`src/rtl/scan_pkg.sv`:
```
// Shared types and defaults for the scan sequencer.
// Holds TAP flag encodings, sequencer states, default latency/timeout and a length clamp.
package scan_pkg;

    typedef enum logic [3:0] {
        TAP_RS = 4'b0001,
        TAP_RI = 4'b0010,
        TAP_SH = 4'b0100,
        TAP_UP = 4'b1000
    } tap_e;

    typedef enum logic [2:0] {
        S_IDLE,
        S_GO_RI,
        S_GO_SH,
        S_SHIFT,
        S_EXIT
    } seq_e;

    localparam int LAT_DEF = 2;
    localparam int TMO_DEF = 8;

    // Zero means one bit; anything past the register width is cut to it.
    function automatic int clamp_len(input int l, input int w);
        if (l < 1) return 1;
        if (l > w) return w;
        return l;
    endfunction

endpackage

```
`src/rtl/scan_shreg.sv`:
```
// Load/shift register with serial in/out and a bit down-counter.
// Ports: clk, rs, load/shift/clr controls, din/num load values, sdi in; sreg, cnt, sdo out.
module scan_shreg
    import scan_pkg::*;
#(
    parameter int WIDTH = 8,
    parameter int LW    = $clog2(WIDTH + 1)
) (
    input  logic             clk,
    input  logic             rs,
    input  logic             load,
    input  logic             shift,
    input  logic             clr,
    input  logic [WIDTH-1:0] din,
    input  logic [LW-1:0]    num,
    input  logic             sdi,
    output logic [WIDTH-1:0] sreg,
    output logic [LW-1:0]    cnt,
    output logic             sdo
);

    // sdo is registered: it is loaded with the bit the next qualified
    // cycle will present, and drops to 0 once the count is exhausted.
    always_ff @(posedge clk) begin
        if (rs) begin
            sreg <= '0;
            cnt  <= '0;
            sdo  <= 1'b0;
        end else if (clr) begin
            cnt <= '0;
            sdo <= 1'b0;
        end else if (load) begin
            sreg <= din;
            cnt  <= num;
            sdo  <= din[0];
        end else if (shift && cnt != '0) begin
            sreg <= {sdi, sreg[WIDTH-1:1]};
            cnt  <= cnt - LW'(1);
            sdo  <= (cnt != LW'(1)) && sreg[1];
        end
    end

endmodule

```
`src/rtl/scan_sequencer.sv`:
```
// Closed-loop scan sequencer driving the mode bit of a 4-state TAP.
// Ports: clk, rs, start/len/din host request, tap_* flags, sdi; x, sdo, dout, busy, done, err.
module scan_sequencer
    import scan_pkg::*;
#(
    parameter int WIDTH = 8,
    parameter int LAT   = LAT_DEF,
    parameter int TMO   = TMO_DEF,
    localparam int LW   = $clog2(WIDTH + 1)
) (
    input  logic             clk,
    input  logic             rs,
    input  logic             start,
    input  logic [LW-1:0]    len,
    input  logic [WIDTH-1:0] din,
    input  logic             tap_reset,
    input  logic             tap_run,
    input  logic             tap_shift,
    input  logic             tap_update,
    input  logic             sdi,
    output logic             x,
    output logic             sdo,
    output logic [WIDTH-1:0] dout,
    output logic             busy,
    output logic             done,
    output logic             err
);

    localparam int IW = $clog2(TMO + 1);

    seq_e             state;
    seq_e             st_n;
    logic [IW-1:0]    idle;
    logic [IW-1:0]    idle_n;
    logic [LW-1:0]    lenq;
    logic [LW-1:0]    clen;
    logic [LW-1:0]    cnt;
    logic [LW-1:0]    cnt_n;
    logic [WIDTH-1:0] sreg;
    logic             ld;
    logic             qual;
    logic             last;
    logic             waiting;
    logic             fin;
    logic             abort;
    logic             x_n;

    assign clen = LW'(clamp_len(int'(len), WIDTH));
    assign ld   = (state == S_IDLE) && start;
    assign qual = tap_shift && (cnt != '0)
               && (state == S_GO_SH || state == S_SHIFT);
    assign last  = (cnt == LW'(1));
    assign cnt_n = qual ? cnt - LW'(1) : cnt;

    scan_shreg #(
        .WIDTH (WIDTH),
        .LW    (LW)
    ) u_shreg (
        .clk   (clk),
        .rs    (rs),
        .load  (ld),
        .shift (qual),
        .clr   (abort),
        .din   (din),
        .num   (clen),
        .sdi   (sdi),
        .sreg  (sreg),
        .cnt   (cnt),
        .sdo   (sdo)
    );

    always_comb begin
        st_n    = state;
        idle_n  = '0;
        fin     = 1'b0;
        abort   = 1'b0;
        waiting = 1'b0;
        unique case (state)
            S_IDLE: begin
                if (start) st_n = S_GO_RI;
            end
            S_GO_RI: begin
                waiting = !tap_run;
                if (tap_run) st_n = S_GO_SH;
            end
            S_GO_SH: begin
                waiting = !tap_shift;
                if (tap_shift) st_n = last ? S_EXIT : S_SHIFT;
            end
            S_SHIFT: begin
                waiting = !tap_shift;
                if (tap_reset) abort = 1'b1;
                else if (qual && last) st_n = S_EXIT;
            end
            S_EXIT: begin
                waiting = !tap_update;
                if (tap_reset) begin
                    abort = 1'b1;
                end else if (tap_update) begin
                    st_n = S_IDLE;
                    fin  = 1'b1;
                end
            end
            default: st_n = S_IDLE;
        endcase
        if (waiting) begin
            if (idle == IW'(TMO - 1)) abort = 1'b1;
            else idle_n = idle + IW'(1);
        end
        if (abort) begin
            st_n   = S_IDLE;
            fin    = 1'b0;
            idle_n = '0;
        end
    end

    // x is registered from the next state so the value seen in a cycle
    // follows that cycle's state and pre-decrement count.
    always_comb begin
        x_n = x;
        unique case (st_n)
            S_IDLE:  x_n = abort ? 1'b1 : x;
            S_GO_RI: x_n = 1'b0;
            S_GO_SH: x_n = 1'b1;
            S_SHIFT: x_n = int'(cnt_n) > LAT - 1;
            S_EXIT:  x_n = 1'b0;
            default: x_n = 1'b1;
        endcase
    end

    always_ff @(posedge clk) begin
        if (rs) begin
            state <= S_IDLE;
            idle  <= '0;
            lenq  <= '0;
            x     <= 1'b1;
            dout  <= '0;
            busy  <= 1'b0;
            done  <= 1'b0;
            err   <= 1'b0;
        end else begin
            state <= st_n;
            idle  <= idle_n;
            x     <= x_n;
            done  <= fin || abort;
            if (ld) begin
                lenq <= clen;
                busy <= 1'b1;
                err  <= 1'b0;
            end
            if (fin) begin
                busy <= 1'b0;
                dout <= sreg >> (LW'(WIDTH) - lenq);
            end
            if (abort) begin
                busy <= 1'b0;
                err  <= 1'b1;
            end
        end
    end

endmodule

```
`config.mk`:
```
export PLATFORM = sky130hd
export DESIGN_NAME = scan_sequencer
export DESIGN_NICKNAME = d
export VERILOG_FILES = /design/src/rtl/scan_pkg.sv /design/src/rtl/scan_shreg.sv /design/src/rtl/scan_sequencer.sv
export SDC_FILE = /design/constraint.sdc
export NUM_CORES = 1
export LEC_CHECK = 0
export ABC_CLOCK_PERIOD_IN_PS = 6050
export BUFFER_PORTS_ARGS = -buffer_cell sky130_fd_sc_hd__buf_4
export CORE_MARGIN = 2
export CORE_UTILIZATION = 40
export CTS_BUF_LIST = sky130_fd_sc_hd__clkbuf_4
export DETAILED_ROUTE_END_ITERATION = 8
export GPL_TIMING_DRIVEN = 1
export PLACE_DENSITY_LB_ADDON = 0.15
export REMOVE_ABC_BUFFERS = 1
export SLEW_MARGIN = 25
export SYNTH_ARGS = -nofsm -noshare
export SYNTH_HDL_FRONTEND = slang
export SYNTH_SLANG_ARGS = --single-unit
```
`constraint.sdc`:
```
create_clock -name clk -period 6.05 [get_ports clk]
set_input_delay 0.3025 -clock clk [delete_from_list [all_inputs] [get_ports clk]]
set_output_delay 0.3025 -clock clk [all_outputs]
set_load 0.02 [all_outputs]
```
==> metrics.md, run 1 <==
| Metric | Value |
|---|---|
| FF+latch count, synth | `36` |
| Routability-driven placement congestion ratio | `0.865` |
| IO Count | `33` |
| RSZ-0062 raised after global routing | `no` |
| Die area | `0.00528 mm2` |
| TritonCTS buffer count | `5` |
| Tmin final | `2.42 ns` |
| Commonest non-fill, non-tap cell in the layout | `nand2_1` |
| Post-Syn Instances | `225` |
| Inserted Diodes | `0` |
| Buf/Inv on CP | `1` |
| HP Class | `in -> reg` |
| Total global routing overflow | `0` |
| TNS Setup | `0 ns` |
| Post-synth top area share | `0.382` |
| CTS root buf | `clkbuf_4` |
| Slew margin rel. | `0.526` |
| R2R cell count | `7` |
| Die Width | `72.7 um` |
| Worst Path Arrival | `2.65 ns` |
| Pwr/cell area | `250 mW/mm2` |
| CP Depth | `7` |
| Clock transition at the registers of the reported paths | `0.12 ns` |
| Routed via count | `1,670` |
| Core Area | `0.00444 mm2` |
| Required @ worst endpoint | `6.28 ns` |
| Hold buffer count at cts | `0` |
| Synth Cell Area | `0.00189 mm2` |
| Final Power | `0.000559 W` |
| Status | `finished clean` |
| Netlist cell types | `45` |
| Total leakage power | `0.859 nW` |
| Antenna viol nets, final | `0` |
| Worst-path maximum fanout | `14` |
| Clk_lat worst skew | `0.34 ns` |
| H-tree Lvls | `2` |
| Resize count post-CTS | `0` |
| Sequential-to-total area share from yosys stat | `0.382` |
| EDFF count, synth | `0` |
| Layout net count | `278` |
| Pins over their slew limit | `0` |
| Final count of hold timing violations | `0` |
| Ys Warns | `0` |
| Max-cap violations | `0` |
| Vias in the first global route | `1,484` |
| Largest net degree at the start of global routing | `25` |
| Routed length per instance | `13.6 um` |
| Area growth syn-to-layout | `18.6%` |
| Ys async rst share | `0` |
| Detailed Route WL | `4170 um` |
| Die Height | `72.7 um` |
| Worst-margin pin slew | `0.708 ns` |
| Gr usage total | `0.169` |
| First-pass GRT wire length | `7000 um` |
| Setup crit start kind | `register` |
| Most used DFF post-synth | `dfxtp_1` |
| Crit-path max cell delay | `0.69 ns` |
| Hold Path Depth | `3` |
| Synth area leader | `dfxtp_1` |
| Clk buf depth | `2` |
| PortBufs | `32` |
| Peak Freq | `0.413 GHz` |
| Initial antenna violation count | `0` |
| Cell family with most CP delay | `flip-flops` |
| Critical path, cell by cell | `inv_1 -> ha_1 -> mux2i_1 -> o22ai_1 -> mux2_2 -> a22oi_1 -> nor2_1` |
| Kind of critical path | `reg -> reg` |
| Vias/cell | `5.44` |
| Mean Syn Cell Area | `8.38 um2` |
| Clk sinks | `36` |
| 1st-pass router iterations | `4` |
| Most frequent cells in the layout | `nand2_1 (38), dfxtp_1 (36), nor2_1 (34), buf_4 (32), a21oi_1 (15)` |
| Part of the cycle the worst path needs | `0.400` |
| Worst IR Drop VDD | `0.000130 V` |
| Final clock skew | `0.0134 ns` |
| CP endpoint kind | `register` |
| CTS tree | `yes` |
| Row cnt | `24` |
| Post-CTS Setup Inserts | `0` |
| Final setup fails | `0` |
| Fraction of layout instances using a drive strength above 1 | `0.196` |
| Initial core utilization | `0.424` |
| Synth top area cells | `dfxtp_1 (38%), nand2_1 (7.6%), nor2_1 (6.8%)` |
| Post-DP HPWL | `3050 um` |
| DRC | `0` |
| Initial DRC count | `71` |
| Slowest CP cell | `dfxtp_1` |
-- routing by layer --
layer | wire length, um | part of all wire | track usage | vias to the layer above
li1 | - | - | - | 871
met1 | 2200 | 0.53 | 0.235 | 769
met2 | 1780 | 0.43 | 0.257 | 28
met3 | 165 | 0.040 | 0.0456 | 2
met4 | 27 | 0.0065 | 0.0494 | 0
met5 | 0 | 0 | 0 | -
-- sequential cells by signal, summed over array words and instances, names as in the netlist --
register and cells:
u_shreg.cnt 4, done 1, u_shreg.sreg 8, state 3, err 1, u_shreg.sdo 1
dout 8, x 1, idle 4, busy 1, lenq 4
-- worst paths after layout --
check	from	endpoint	slack, ns
min reg2reg	idle[0]	idle[0]	0.46
max	lenq[0]	dout[1]	3.63
min	len[2]	u_shreg.cnt[2]	0.21
max reg2reg	lenq[0]	dout[1]	3.63
-- per-stage QoR --
stage               cells   util  hold WS (ns)  instance area (um2)  worst slack, ns
floorplan             215      -         0.372                 1840             3.89
global placement      299  0.483         0.433                 2150             3.68
detailed placement    299  0.485         0.440                 2160             3.66
CTS                   307  0.503         0.204                 2240             3.65
global route          307  0.503         0.191                 2240             3.41
finish                307  0.503         0.212                 2240             3.63
-- cell type report --
| type | instances | area [um2] |
|---|---|---|
| fillers | 453 | 2210 |
| multi-input cells | 174 | 1110 |
| flip-flops and latches | 36 | 721 |
| repair buffers | 32 | 240 |
| well taps | 52 | 65.1 |
| clock inverters | 3 | 42.5 |
| clock buffers | 5 | 37.5 |
| inverters | 5 | 18.8 |
-- synthesized netlist by cell type (all sizes together) (4+ instances only) --
| cell type | count |
|---|---|
| dfxtp | 36 |
| mux2i | 9 |
| nand3 | 4 |
| o21ai | 4 |
| inv | 5 |
| nand3b | 4 |
| ha | 4 |
| a21oi | 16 |
| a22oi | 6 |
| clkbuf | 6 |
| nor2 | 34 |
| a311oi | 8 |
| nand2 | 38 |
| buf | 4 |
| mux2 | 4 |
| xnor2 | 4 |
| nor4b | 4 |
-- kinds of logic (layout without fill, tap and decap cells) --
group | count (synthesis) | after routing | synth area share
XOR/XNOR | 7 | 7 | 0.0325
flip-flops | 36 | 36 | 0.382
multiplexers | 15 | 15 | 0.0956
buffers and inverters | 15 | 45 | 0.0358
AO/OA/AOI/OAI | 47 | 47 | 0.168
AND/OR/NAND/NOR | 101 | 101 | 0.259
adder cells (fa/ha/maj) | 4 | 4 | 0.0265
-- power by group --
part / internal (W) / switching (W)
Clock: 0.0000862 / 0.0000855
Combinational: 0.0000528 / 0.0000607
Sequential: 0.000252 / 0.0000218
-- worst reg2reg max path, stage by stage, from the launching register on --
cell	delay, ns
dfxtp_1	0.69
inv_1	0.18
ha_1	0.56
mux2i_1	0.28
o22ai_1	0.12
mux2_2	0.29
a22oi_1	0.15
nor2_1	0.05
Power figures use the tool's default switching activity.
==> run 2: changes to the inputs <==
Settings changed: ABC_CLOCK_PERIOD_IN_PS 6050 to 2200.
Clock period 6.05 ns to 2.2 ns, I/O delays scaled along.
==> metrics.md, run 2 (same netlist as run 1, synthesis figures left out) <==
| Metric | Value |
|---|---|
| Final clock skew | `0.0117 ns (-0.00170 ns)` |
| H-tree Lvls | `2 (unchanged)` |
| Kind of critical path | `reg -> reg` |
| Hold buffer count at cts | `0 (unchanged)` |
| Sequential share of power | `0.527 (+0.037)` |
| Comb pwr share | `0.230 (+0.027)` |
| Max-cap violations | `0 (unchanged)` |
| Post-CTS Setup Inserts | `0 (unchanged)` |
| Vias/cell | `5.41 (-0.64%)` |
| Total internal power | `0.000977 W (+150%)` |
| PortBufs | `32 (unchanged)` |
| Dpl cell area | `0.00219 mm2 (+1.3%)` |
| Worst IR Drop VDD | `0.000295 V (+130%)` |
| Slew margin rel. | `0.566 (+0.0400)` |
| IO Count | `33 (unchanged)` |
| TNS Setup | `0 ns (unchanged)` |
| Tmin final | `1.95 ns (-0.469 ns)` |
| NetSw | `0.000446 W (+170%)` |
| Clock power frac | `0.243 (-0.064)` |
| DRC | `0 (unchanged)` |
| Worst-path maximum fanout | `11 (-3)` |
| Routed via count | `1,681 (+0.66%)` |
| Routability-driven placement congestion ratio | `0.869 (+0.56%)` |
| Die Height | `72.7 um (unchanged)` |
| CTS root buf | `clkbuf_4` |
| Initial antenna violation count | `0 (unchanged)` |
| Total leakage power | `0.868 nW (+1.1%)` |
| Final Power | `0.00142 W (+150%)` |
| Final count of hold timing violations | `0 (unchanged)` |
| Pins over their slew limit | `0 (unchanged)` |
| DP Worst Slack | `0.276 ns (-3.39 ns)` |
| Post-DP HPWL | `3090 um (+1.1%)` |
| Clk sinks | `36 (unchanged)` |
| Required @ worst endpoint | `2.43 ns (-3.85 ns)` |
| Setup crit start kind | `register` |
| Worst Path Arrival | `2.18 ns (-0.47 ns)` |
| Row cnt | `24 (unchanged)` |
| First-pass GRT wire length | `7310 um (+4.4%)` |
| Peak Freq | `0.512 GHz (+24%)` |
| Worst-margin pin slew | `0.650 ns (-0.0578 ns)` |
| Gr usage total | `0.174 (+0.00544)` |
| Worst hold slack | `0.0377 ns (-0.174 ns)` |
| CP endpoint kind | `register` |
| Total global routing overflow | `0 (unchanged)` |
| Layout net count | `283 (+1.8%)` |
| Area growth syn-to-layout | `18.6% (about the same)` |
| TritonCTS buffer count | `5 (unchanged)` |
| Fin worst setup slack | `0.248 ns (-3.38 ns)` |
| Post-Layout Inst Area | `0.00224 mm2 (about the same)` |
| Part of the cycle the worst path needs | `0.887 (+0.487)` |
| Vias in the first global route | `1,478 (-0.40%)` |
| Detailed Route WL | `4260 um (+2.1%)` |
| Antenna viol nets, final | `0 (unchanged)` |
| Commonest non-fill, non-tap cell in the layout | `nand2_1` |
| Resize count post-CTS | `0 (unchanged)` |
| HP Class | `in -> reg` |
| Pwr/cell area | `636 mW/mm2 (+150%)` |
| Final setup fails | `0 (unchanged)` |
| Inserted Diodes | `0 (unchanged)` |
| Largest net degree at the start of global routing | `25 (unchanged)` |
| Clk_lat worst skew | `0.33 ns (about the same)` |
| Clock transition at the registers of the reported paths | `0.11 ns (about the same)` |
| Most frequent cells in the layout | `nand2_1 (38), buf_4 (37), dfxtp_1 (36), nor2_1 (34), a21oi_1 (15)` |
| 1st-pass router iterations | `6 (+2)` |
| Status | `finished clean` |
| Die area | `0.00528 mm2 (unchanged)` |
| CTS tree | `yes` |
| RSZ-0062 raised after global routing | `no` |
| Initial DRC count | `56 (-21%)` |
| Largest registers | `dout: 8 flops, u_shreg.sreg: 8 flops` |
| Routed length per instance | `13.7 um (+0.80%)` |
| Core Area | `0.00444 mm2 (unchanged)` |
| Initial core utilization | `0.424 (unchanged)` |
| Fraction of layout instances using a drive strength above 1 | `0.208 (+0.0124)` |
| Clk buf depth | `2 (unchanged)` |
| Die Width | `72.7 um (unchanged)` |
| Switching share of power | `0.313 (+0.0129)` |
## run 2: critical path: stages, from the launching register on
cell and delay [ns]:
dfxtp_1 0.39, inv_1 0.06, ha_1 0.51, mux2i_1 0.28, o22ai_1 0.13, mux2_2 0.28
a22oi_1 0.15, nor2_1 0.05
## run 2: final timing paths
check	start	to	slack (ns)	depth (start not counted)
setup / recovery	lenq[1]	dout[1]	0.25	7
hold reg to reg	idle[0]	idle[0]	0.46	1
setup reg to reg	lenq[1]	dout[1]	0.25	7
hold / removal	din[4]	u_shreg.sreg[4]	0.04	3
## run 2: layer usage
layer	vias to the layer above	wire [um]	GRT usage	share of wire
li1	875	-	-	-
met1	764	2280	0.273	0.54
met2	38	1760	0.238	0.41
met3	4	183	0.0414	0.043
met4	0	30	0.0412	0.0070
met5	-	0	0	0
## run 2: stage by stage
| step | util | instances |
|---|---|---|
| 3_3_place_gp | 0.492 | 304 |
| 2_1_floorplan | - | 215 |
| 6_report | 0.503 | 311 |
| 5_1_grt | 0.503 | 311 |
| 4_1_cts | 0.503 | 311 |
| 3_5_place_dp | 0.492 | 304 |
## run 2: power groups by stage
stage | Combinational [W] | Clock, W | Sequential [W]
floorplan | 0.000212 | 0 | 0.000757
global placement | 0.000327 | 0 | 0.000763
detailed placement | 0.000328 | 0 | 0.000765
CTS | 0.000330 | 0.000359 | 0.000750
global route | 0.000372 | 0.000390 | 0.000759
finish | 0.000327 | 0.000346 | 0.000750
## run 2: area by class of cell
| class | count | area (um2) |
|---|---|---|
| Fill cell | 445 | 2210 |
| Timing Repair Buffer | 37 | 278 |
| Clock inverter | 1 | 5.00 |
| Sequential cell | 36 | 721 |
| Inverter | 5 | 18.8 |
| Tap cell | 52 | 65.1 |
| Clock buffer | 6 | 45.0 |
| Multi-Input combinational cell | 174 | 1100 |
